<file path="config.mk">
export PLATFORM = sky130hd
export DESIGN_NAME = prog_clock_divider
export DESIGN_NICKNAME = d
export VERILOG_FILES = /design/src/rtl/clkdiv_pkg.sv /design/src/rtl/clkdiv_channel.sv /design/src/rtl/prog_clock_divider.sv
export SDC_FILE = /design/constraint.sdc
export NUM_CORES = 1
export LEC_CHECK = 0
export CORE_UTILIZATION = 30
export DETAILED_ROUTE_END_ITERATION = 12
export SYNTH_ARGS = -nofsm -noshare
export SYNTH_HDL_FRONTEND = slang
export SYNTH_SLANG_ARGS = --single-unit
</file>
<file path="constraint.sdc">
create_clock -name clock_i -period 6.5 [get_ports clock_i]
set_clock_uncertainty 0.15 [all_clocks]
set_input_delay 1.3 -clock clock_i [delete_from_list [all_inputs] [get_ports clock_i]]
set_output_delay 1.3 -clock clock_i [all_outputs]
set_load 0.05 [all_outputs]
</file>
<file path="src/rtl/clkdiv_pkg.sv">
// Shared types and constants for the programmable clock-enable generator.
package clkdiv_pkg;

    localparam int CNT_W_DEF = 26;
    localparam int DIV_MIN   = 2;

    typedef enum logic {
        MODE_FREE    = 1'b0,
        MODE_ONESHOT = 1'b1
    } div_mode_t;

    // Channel-select width; a single channel still gets a one-bit select.
    function automatic int ch_idx_w(input int ch);
        return (ch > 1) ? $clog2(ch) : 1;
    endfunction

endpackage

</file>
<file path="src/rtl/clkdiv_channel.sv">
// One divider channel: counter, tick/square generation, shadow config and
// the arm/apply logic that swaps divisors only on period boundaries.
module clkdiv_channel
    import clkdiv_pkg::*;
#(
    parameter int               CNT_W       = CNT_W_DEF,
    parameter logic [CNT_W-1:0] DIV_DEFAULT = CNT_W'(32'd50_000_000)
) (
    input  logic             clock_i,
    input  logic             reset_i,
    input  logic             enable_i,
    input  logic             sync_clr_i,
    input  logic             cfg_we_i,
    input  logic [CNT_W-1:0] cfg_div_i,
    input  div_mode_t        cfg_mode_i,
    output logic             tick_o,
    output logic             sq_o,
    output logic             pending_o
);

    logic [CNT_W-1:0] count_q, count_d;
    logic [CNT_W-1:0] div_q, div_d;
    logic [CNT_W-1:0] pend_div_q, pend_div_d;
    div_mode_t        mode_q, mode_d;
    div_mode_t        pend_mode_q, pend_mode_d;
    logic             armed_q, armed_d;
    logic             pending_q, pending_d;
    logic             tick_q, tick_d;
    logic             sq_q, sq_d;

    logic [CNT_W-1:0] count_inc_s;
    logic [CNT_W-1:0] half_s;
    logic             last_s;
    logic             apply_s;

    // half_s = ceil(div/2) without needing a wider adder
    assign count_inc_s = count_q + CNT_W'(1'b1);
    assign half_s      = (div_q >> 1) + CNT_W'(div_q[0]);
    assign last_s      = (count_q == (div_q - CNT_W'(1'b1)));

    // Next-state: sync_clr, then counting, then disarmed-apply; capture last
    always_comb begin
        count_d     = count_q;
        div_d       = div_q;
        mode_d      = mode_q;
        armed_d     = armed_q;
        pending_d   = pending_q;
        pend_div_d  = pend_div_q;
        pend_mode_d = pend_mode_q;
        tick_d      = 1'b0;
        sq_d        = sq_q;
        apply_s     = 1'b0;

        if (sync_clr_i) begin
            count_d = {CNT_W{1'b0}};
            sq_d    = 1'b1;
            armed_d = 1'b1;
            apply_s = pending_q;
        end else if (enable_i && armed_q) begin
            if (last_s) begin
                count_d = {CNT_W{1'b0}};
                tick_d  = 1'b1;
                sq_d    = 1'b1;
                if (pending_q) begin
                    apply_s = 1'b1;
                end else if (mode_q == MODE_ONESHOT) begin
                    armed_d = 1'b0;
                    sq_d    = 1'b0;
                end else begin
                    apply_s = 1'b0;
                end
            end else begin
                count_d = count_inc_s;
                sq_d    = (count_inc_s < half_s);
            end
        end else if (!armed_q) begin
            apply_s = pending_q;
        end else begin
            sq_d = sq_q;
        end

        // A freshly applied config always re-arms, even over a one-shot finish
        if (apply_s) begin
            div_d     = pend_div_q;
            mode_d    = pend_mode_q;
            pending_d = 1'b0;
            armed_d   = 1'b1;
        end else begin
            pending_d = pending_q;
        end

        if (cfg_we_i) begin
            pending_d   = 1'b1;
            pend_div_d  = cfg_div_i;
            pend_mode_d = cfg_mode_i;
        end else begin
            pend_div_d  = pend_div_q;
        end
    end

    // State registers with synchronous active-low reset
    always_ff @(posedge clock_i) begin
        if (!reset_i) begin
            count_q     <= {CNT_W{1'b0}};
            div_q       <= DIV_DEFAULT;
            mode_q      <= MODE_FREE;
            armed_q     <= 1'b1;
            pending_q   <= 1'b0;
            pend_div_q  <= DIV_DEFAULT;
            pend_mode_q <= MODE_FREE;
            tick_q      <= 1'b0;
            sq_q        <= 1'b0;
        end else begin
            count_q     <= count_d;
            div_q       <= div_d;
            mode_q      <= mode_d;
            armed_q     <= armed_d;
            pending_q   <= pending_d;
            pend_div_q  <= pend_div_d;
            pend_mode_q <= pend_mode_d;
            tick_q      <= tick_d;
            sq_q        <= sq_d;
        end
    end

    assign tick_o    = tick_q;
    assign sq_o      = sq_q;
    assign pending_o = pending_q;

endmodule

</file>
<file path="src/rtl/prog_clock_divider.sv">
// Multi-channel programmable clock-enable generator: config decode, ready
// mux and illegal-divisor reporting around CH independent channels.
module prog_clock_divider
    import clkdiv_pkg::*;
#(
    parameter int          CH          = 4,
    parameter int          CNT_W       = CNT_W_DEF,
    parameter int unsigned DIV_DEFAULT = 32'd50_000_000,
    localparam int         CH_W        = ch_idx_w(CH)
) (
    input  logic             clock_i,
    input  logic             reset_i,
    input  logic             enable_i,
    input  logic             sync_clr_i,
    input  logic             cfg_valid_i,
    output logic             cfg_ready_o,
    input  logic [CH_W-1:0]  cfg_ch_i,
    input  logic [CNT_W-1:0] cfg_div_i,
    input  logic             cfg_mode_i,
    output logic             cfg_err_o,
    output logic [CH-1:0]    tick_o,
    output logic [CH-1:0]    sq_o
);

    localparam logic [CH_W:0] CH_LIM = (CH_W+1)'(CH);

    logic [CH-1:0] pending_s;
    logic [CH-1:0] cfg_we_s;
    logic          ch_ok_s;
    logic          legal_s;
    logic          xfer_s;
    logic          cfg_ready_s;
    logic          cfg_err_q, cfg_err_d;

    // Ready/transfer decode; out-of-range channels are accepted and dropped
    always_comb begin
        ch_ok_s     = ({1'b0, cfg_ch_i} < CH_LIM);
        cfg_ready_s = 1'b1;
        if (ch_ok_s) begin
            cfg_ready_s = ~pending_s[cfg_ch_i];
        end else begin
            cfg_ready_s = 1'b1;
        end
        legal_s   = (cfg_div_i >= CNT_W'(DIV_MIN));
        xfer_s    = cfg_valid_i & cfg_ready_s;
        cfg_err_d = xfer_s & ~legal_s;
    end

    for (genvar g = 0; g < CH; g++) begin : g_ch
        assign cfg_we_s[g] = xfer_s & legal_s & ch_ok_s & (cfg_ch_i == CH_W'(g));

        clkdiv_channel #(
            .CNT_W      (CNT_W),
            .DIV_DEFAULT(CNT_W'(DIV_DEFAULT))
        ) u_channel (
            .clock_i   (clock_i),
            .reset_i   (reset_i),
            .enable_i  (enable_i),
            .sync_clr_i(sync_clr_i),
            .cfg_we_i  (cfg_we_s[g]),
            .cfg_div_i (cfg_div_i),
            .cfg_mode_i(div_mode_t'(cfg_mode_i)),
            .tick_o    (tick_o[g]),
            .sq_o      (sq_o[g]),
            .pending_o (pending_s[g])
        );
    end

    // Rejected-divisor pulse register
    always_ff @(posedge clock_i) begin
        if (!reset_i) begin
            cfg_err_q <= 1'b0;
        end else begin
            cfg_err_q <= cfg_err_d;
        end
    end

    assign cfg_ready_o = cfg_ready_s;
    assign cfg_err_o   = cfg_err_q;

endmodule

</file>
Word level (Yosys, flattened, before mapping)
Index checks and enable logic that the tools add are counted.

Register bits: 337. Bits of input ports: 34. Output and inout bits: 10. Logic and storage cells: 164.

Add/sub/neg operators: 12. $lt $le $gt $ge: 6. Equal/unequal tests: 7. Multiplexer cells: 58. Bitwise logic cells: 18. Reduce and logical (&&, ||, !) cells: 26.

Operators with widths (count): $add 25x1->26 (4); $add 26x1->26 const B (4); $eq 26x26->1 (4); $lt 26x26->1 (4); $mux 26 (4); $sub 26x1->26 const B (4); $mux 1 (53); $ge 26x2->1 const B (1); $reduce_or 3->1 (8); $reduce_and 4->1 (4); $reduce_bool 2->1 (8); $not 1->1 (11); $and 1x1->1 (7); $eq 2x2->1 const B (2); $logic_and 1x1->1 (4); $lt 2x3->1 const B (1); $bmux 1 s2 (1); $eq 2x1->1 const B (1); $logic_not 2->1 (1); $reduce_or 2->1 (1).

Depth between registers and ports, before layout
Gate-level depths: netlist of the first run.

Depth after elaboration: 7. Gate-level depth with buffers: 17. Depth with buffers taken out: 16.

Cells and area by module
Synthesis of the first run repeated with hierarchy kept, for this count alone.

Cell total of the unflattened synthesis: 3094. Area total of the unflattened synthesis: 24439.7 um2.

Modules (own cells, without submodules): clkdiv_channel (g_ch[0].u_channel ...) (instances 3, cells each 750, area an instance 5945.7 um2, sequential area each 1681.6 um2); clkdiv_channel (g_ch[1].u_channel) (instances 1, cells each 822, area an instance 6438.7 um2, sequential area each 1681.6 um2); prog_clock_divider (instances 1, cells each 22, area an instance 163.9 um2, sequential area each 20.0 um2).

Least setup slack after synthesis of the first run
No wires, ideal clock.

Path kind: reg2reg. From: reg g_ch[2].u_channel.div_q[0]. To: reg g_ch[2].u_channel.div_q[13]. Setup time: 120 ps. Arrival: 3572 ps. Data required time: 6230 ps. Slack: 2658 ps. Stages on the path, launching flop included: 13. Path buffers: 3. Clock period less this slack: 3842 ps. Path through: dfxtp_1 > inv_1 > ha_1 > or4b_1 > buf_2 > or4_1 > buf_2 > or4_1 > a311oi_2 > o2111ai_2 > buf_6 > o311a_1 > a211o_1.

Word-level cells in the longest chain between the ends: 5.

RTL lines: start, declared (RTL line clkdiv_channel.sv:22) `logic [CNT_W-1:0] div_q, div_d;`; start signal, assigned (RTL line clkdiv_channel.sv:115) `div_q <= div_d;`; $sub 26x1->26 (RTL line clkdiv_channel.sv:39) `assign last_s = (count_q == (div_q - CNT_W'(1'b1)));`; $eq 26x26->1 (RTL line clkdiv_channel.sv:39); $mux 1 (RTL line clkdiv_channel.sv:60) `if (last_s) begin`; $mux 1 (RTL line clkdiv_channel.sv:59) `end else if (enable_i && armed_q) begin`; $mux 1 (RTL line clkdiv_channel.sv:54) `if (sync_clr_i) begin`.

Every way passes these cells. A chain may end at the register's enable or synchronous reset.

Worst setup path after layout of the first run
From: in cfg_ch_i[1]. To: out cfg_ready_o.

Word-level cells in the longest chain between the ends: 3.

RTL lines: start, declared (RTL line prog_clock_divider.sv:17) `input logic [CH_W-1:0] cfg_ch_i,`; $bmux 1 s2 (RTL line prog_clock_divider.sv:40) `cfg_ready_s = ~pending_s[cfg_ch_i];`; $mux 1 (not written as such) (RTL line prog_clock_divider.sv:40); $not 1->1 (RTL line prog_clock_divider.sv:40); end, declared (RTL line prog_clock_divider.sv:16) `output logic cfg_ready_o,`.

Every way passes these cells. The select of a mux whose other input is x is not followed.

==> run summary, run 1 <==
CTS max path bufs: 3
P_leak: 9.15 nW
Final std cells w/o fill: 4,004
Vias in the first global route: 19,390
Crit end category: primary output
CTS root buf: clkbuf_16
Ys Warns: 0
Critical path's slowest cell: clkdlybuf4s50_1
Buf+Inv Stages, Crit Path: 3
Worst hold slack: 302 ps
Layout net count: 3,097
Crit path launch type: input pin
Max-Cap Viols: 0
FMAX: 210 MHz
Maximum VDD drop: 191 uV
Synth cell types: 78
Mapped Area: 23,200 um^2
Residual DRC count: 0
CP arrival: 3320 ps
Multi-input logic area: 15,200 um^2
Via density: 5.23
Max_slew headroom: 25.4%
Diode count: 0
Final Util: 33.4%
Cells after DPL: 3,936
Reg area: 6750 um^2
Post-synth top flop: dfxtp_1
Met1 usage: 22.4%
Via count: 20,926
Antenna violations before repair: 3
Synth Register Bits: 337
Most Crowded Layer GR: met2
Status: completed
Routed WL: 65,100 um
Post-synthesis instance total: 3,109
Drt wl/cell: 16.3 um
Met3 Use GR: 2.58%
Die Y: 280 um
Clock Latency Late Sink: 560 ps
EDFF count, synth: 0
Sinks on Clock Net: 337
CP peak stage delay: 800 ps
Async set or reset register ratio after synthesis: 0%
Critical path, cell by cell: clkdlybuf4s50_1, mux4_2, inv_1, clkdlybuf4s50_1
Hold buffer count at cts: 0
Avg Inst Size Synth: 7.45 um^2
Area grow syn2layout: 9.72%
GPL Wtd Cong: 0.874
Die X: 280 um
Pwr/cell area: 190 nW/um^2
Postcts setup bufs: 0
# rows: 101
Critical path's top delay family: buffers and inverters
Most frequent cells in the layout: nand2_1, dfxtp_1, nor2_1
Worst EP required: 5050 ps
Crit path kind: input pin to primary output
Sequential area share after synthesis: 29.1%
Met2 Track Usage GR: 27.0%
Starting DRC count in detailed routing: 1,467
Clock Pin Slew Worst Setup and Hold Paths: 60 ps
I/O pin count: 44
Hold Vio Cnt, Final: 0
Fin crit share: 73.3%
Worst slew pin tran: 1110 ps
CTS tree: built
DP Wirelength: 45,800 um
Largest net degree at the start of global routing: 99
Worst hold path type: register to register
CP dominant cell by count: clkdlybuf4s50_1
TritonRoute pass-1 iters: 5
GR Util All Layers: 16.5%
Global route overflow: 0
IO Port Bufs: 43
Core area: 76,200 um^2
H-tree Lvls: 2
Final setup vio count: 0
DIE AREA: 78,400 um^2
RSZ-0062 raised after global routing: false
Layout cell share with drive strength beyond 1: 4.61%
CTS Buf Count: 39
Post-route ant nets: 0
Total negative slack: 0 ps
Filler cells: 8,095
Max-slew violations: 0
Most common cell after layout, fill and taps aside: nand2_1
Global-route wire length before repair: 106,000 um
Starting Density: 30.4%
Minimum clock period after layout: 4770 ps
Max Fanout on Critical Path: 5
Synthesized Nets: 3,259
Cts repair resizes: 0
==> state kept, by name, summed over array words and instances (netlist names) <==
signal / count
g_ch.u_channel.count_q: 104
g_ch.u_channel.div_q: 104
g_ch.u_channel.pend_div_q: 104
g_ch.u_channel.armed_q: 4
g_ch.u_channel.mode_q: 4
g_ch.u_channel.pend_mode_q: 4
g_ch.u_channel.pending_o: 4
g_ch.u_channel.sq_o: 4
g_ch.u_channel.tick_o: 4
cfg_err_o: 1
==> worst paths after layout <==
| check | startpoint | end | slack, ps | depth (start not counted) |
|---|---|---|---|---|
| max | cfg_ch_i[1] | cfg_ready_o | 1730 | 4 |
| min | g_ch[1].u_channel.pend_div_q[9] | g_ch[1].u_channel.div_q[9] | 300 | 2 |
| max reg2reg | g_ch[2].u_channel.div_q[0] | g_ch[2].u_channel.div_q[6] | 1850 | 11 |
| min reg2reg | g_ch[1].u_channel.pend_div_q[9] | g_ch[1].u_channel.div_q[9] | 300 | 2 |
==> worst reg2reg max path, delay by kind of cell, from the launching register on <==
| family | cells | cell delay, ps |
|---|---|---|
| adders and majority gates | 1 | 250 |
| buffers and inverters | 2 | 470 |
| AOI/OAI and AO/OA | 4 | 1650 |
| muxes | 1 | 230 |
| and+or+nand+nor | 3 | 1450 |
| DFF | 1 | 370 |
==> metrics by stage <==
stage	area (um^2)	setup slack, ps	power (W)
global placement	24100	1740	0.00247
CTS	25400	1730	0.00487
finish	25400	1730	0.00482
floorplan	23200	2660	0.00236
detailed placement	24100	1750	0.00248
global route	25400	1580	0.00499
==> per-layer routing <==
layer / vias up / routed length (um)
li1: 10547 / -
met1: 9788 / 30700
met2: 499 / 29600
met3: 92 / 3360
met4: 0 / 1470
met5: - / 0
==> logic make-up (layout without fill, tap and decap cells) <==
family,Yosys count,after routing,share of synthesized area [%]
AO/OA/AOI/OAI,462,462,13.0
XOR/XNOR,301,301,11.4
adder cells (fa/ha/maj),116,116,6.26
buffers and inverters,322,187,5.57
flip-flops,337,337,29.1
multiplexers,102,102,4.47
AND/OR/NAND/NOR,1469,1469,30.2
==> Yosys cell counts, types with 32 or more instances <==
cell type,instances,area share [%]
a21oi_1,170,3.7
and3_1,85,2.3
clkbuf_1,232,3.8
dfxtp_1,337,29
ha_1,116,6.3
inv_1,47,0.76
mux2i_1,99,4.3
nand2_1,585,9.5
nand3_1,191,4.1
nand4_1,60,1.6
nor2_1,214,3.5
nor3_1,102,2.2
nor4_1,54,1.5
o211ai_1,41,1.3
o21ai_0,56,1.2
or4_1,32,1.0
xnor2_1,168,6.3
xor2_1,133,5.0
==> layout make-up <==
type                       instances  area share [%]
clock buffer                      52            4.47
sequential                       337            26.5
multi-input combinational       2450            59.7
clock inverter                    16           0.945
tap                             1030            5.07
timing repair buffer              72            2.55
inverter                          47           0.704
==> power breakdown <==
part / total, W / switching, W / internal (W) / leakage [nW]
registers: 0.00214 / 0.0000361 / 0.00210 / 2.73
clock network: 0.00239 / 0.000926 / 0.00146 / 0.669
logic: 0.000293 / 0.000203 / 0.0000908 / 5.75
total: 0.00482 / 0.00117 / 0.00366 / 9.15
(Power assumes the default switching activity.)
==> run 2: changes to the inputs <==
clock period = 4.5 ns   (was 6.5 ns; I/O delays follow)
==> run summary, run 2 (synthesis results as in run 1) <==
Global route overflow: 0 (unchanged)
Critical path's slowest cell: or4b_1
Area grow syn2layout: 11.3%
Setup slack after layout: 318 ps (-1420 ps)
Final setup vio count: 0 (unchanged)
Starting DRC count in detailed routing: 1,398 (-4.7%)
Crit end category: register
CTS max path bufs: 3 (unchanged)
Switching power total: 0.00173 W (+48%)
Buf+Inv Stages, Crit Path: 3 (unchanged)
H-tree Lvls: 2 (unchanged)
GR Util All Layers: 16.8% (+0.32 points)
Residual DRC count: 0 (unchanged)
DP Wirelength: 47,300 um (+3.4%)
Area after DPL: 24,400 um^2 (+1.6%)
Critical path's top delay family: simple AND/OR/NAND/NOR gates
Vias in the first global route: 19,753 (+1.9%)
Pre-CTS WS: 321 ps (-1420 ps)
Via density: 5.22 (-0.11%)
# rows: 101 (unchanged)
Post-route cell area: 25,800 um^2 (+1.4%)
P_leak: 9.40 nW (+2.7%)
CTS tree: built
CP arrival: 4480 ps (+1160 ps)
Final Util: 33.8% (+0.47 points)
FMAX: 239 MHz
Postcts setup bufs: 0 (unchanged)
Internal: 0.00520 W (+42%)
Logic pwr share: 6.4% (+0.3 points)
Reg area: 6750 um^2 (unchanged)
Core area: 76,200 um^2 (unchanged)
Clock Pin Slew Worst Setup and Hold Paths: 60 ps (about the same)
Worst hold path type: register to register
CP dominant cell by count: buf_4
CTS Buf Count: 39 (unchanged)
Critical path, cell by cell: inv_1, ha_1, or4b_1, or3_1, a2111oi_1, buf_4, o211ai_1, nor4_1, o2111ai_4, buf_4, o311a_1, a211o_1
Max_slew headroom: 30.1% (+4.8 points)
Layout cell share with drive strength beyond 1: 6.24% (+1.6 points)
Multi-input logic area: 15,200 um^2 (about the same)
Max-slew violations: 0 (unchanged)
Die Y: 280 um (unchanged)
Max Fanout on Critical Path: 17 (+12)
TritonRoute pass-1 iters: 5 (unchanged)
Filler cells: 8,089 (-0.074%)
IO Port Bufs: 43 (unchanged)
Worst slew pin tran: 1050 ps (-65.5 ps)
GPL Wtd Cong: 0.846 (-3.2%)
Hold buffer count at cts: 0 (unchanged)
Max-Cap Viols: 0 (unchanged)
Clock Latency Late Sink: 570 ps (about the same)
Via count: 21,179 (+1.2%)
Layout net count: 3,148 (+1.6%)
Status: completed
Sw Share: 24.9% (+0.77 points)
Largest regs: g_ch.u_channel.count_q x104, g_ch.u_channel.div_q x104, g_ch.u_channel.pend_div_q x104
Starting Density: 30.4% (unchanged)
Routed WL: 66,700 um (+2.4%)
Seq pwr share: 44.5% (about the same)
Post-route ant nets: 0 (unchanged)
I/O pin count: 44 (unchanged)
RSZ-0062 raised after global routing: false
Maximum VDD drop: 264 uV (+39%)
Clock power share: 49.1% (-0.5 points)
Diode count: 0 (unchanged)
Minimum clock period after layout: 4180 ps
Crit path launch type: register
Most common cell after layout, fill and taps aside: nand2_1
CP peak stage delay: 610 ps (-190 ps)
Fin crit share: 92.9%
Pwr/cell area: 269 nW/um^2 (+42%)
Largest net degree at the start of global routing: 102 (+3.0%)
Hold Vio Cnt, Final: 0 (unchanged)
Drt wl/cell: 16.4 um (+1.1%)
Total negative slack: 0 ps (unchanged)
Worst EP required: 4800 ps (-250 ps)
CTS root buf: clkbuf_16
Crit path kind: register to register
Sinks on Clock Net: 337 (unchanged)
DIE AREA: 78,400 um^2 (unchanged)
Die X: 280 um (unchanged)
Global-route wire length before repair: 108,000 um (+2.4%)
Antenna violations before repair: 1 (-2)
Most frequent cells in the layout: nand2_1, dfxtp_1, nor2_1
==> run 2: cell type report <==
class                   count  area share, %
clock buffers              51           4.27
clock inverters            19          0.980
inverters                  47          0.694
multi-input cells        2450           58.9
flip-flops and latches    337           26.2
well taps                1030           5.00
repair buffers            123           4.00
==> run 2: metal layers <==
layer / vias to the layer above / share of wire, % / global-route usage (%)
li1: 10637 / - / -
met1: 9977 / 47 / 23.2
met3: 83 / 5.4 / 2.36
met4: 0 / 2.0 / 4.13
met2: 482 / 45 / 27.4
met5: - / 0 / 0
==> run 2: worst paths after layout <==
kind                              startpoint  slack (ps)  depth (start not counted)                              end
min reg2reg  g_ch[0].u_channel.pend_div_q[4]         310                          2  g_ch[0].u_channel.pend_div_q[4]
max reg2reg       g_ch[2].u_channel.div_q[1]         320                         12      g_ch[2].u_channel.div_q[19]
min          g_ch[0].u_channel.pend_div_q[4]         310                          2  g_ch[0].u_channel.pend_div_q[4]
max               g_ch[2].u_channel.div_q[1]         320                         12      g_ch[2].u_channel.div_q[19]
==> run 2: power by group through the flow <==
stage,Clock [W],Combinational (W),Sequential [W]
floorplan,0,0.000276,0.00313
global placement,0,0.000438,0.00315
detailed placement,0,0.000440,0.00315
CTS,0.00349,0.000442,0.00309
global route,0.00360,0.000482,0.00309
finish,0.00340,0.000444,0.00309
==> run 2: what timing repair did <==
item / 4_1_cts / 5_1_grt
endpoints found under the hold margin: 0 / 0
resized for setup: 0 / 1
endpoints found under the setup margin: 0 / 23
==> run 2: worst min-delay path: cells and delay by family, from the launching register on <==
kind / cells / cell delay [ps]
AOI/OAI and AO/OA: 1 / 50
DFF: 1 / 310
and+or+nand+nor: 1 / 50
==> run 2: per-stage QoR <==
step | std cells | hold WS, ps | power (W)
3_5_place_dp | 3987 | 298 | 0.00359
5_1_grt | 4057 | 318 | 0.00718
2_1_floorplan | 3109 | 285 | 0.00340
6_report | 4057 | 305 | 0.00693
4_1_cts | 4057 | 306 | 0.00702
3_3_place_gp | 3987 | 293 | 0.00359
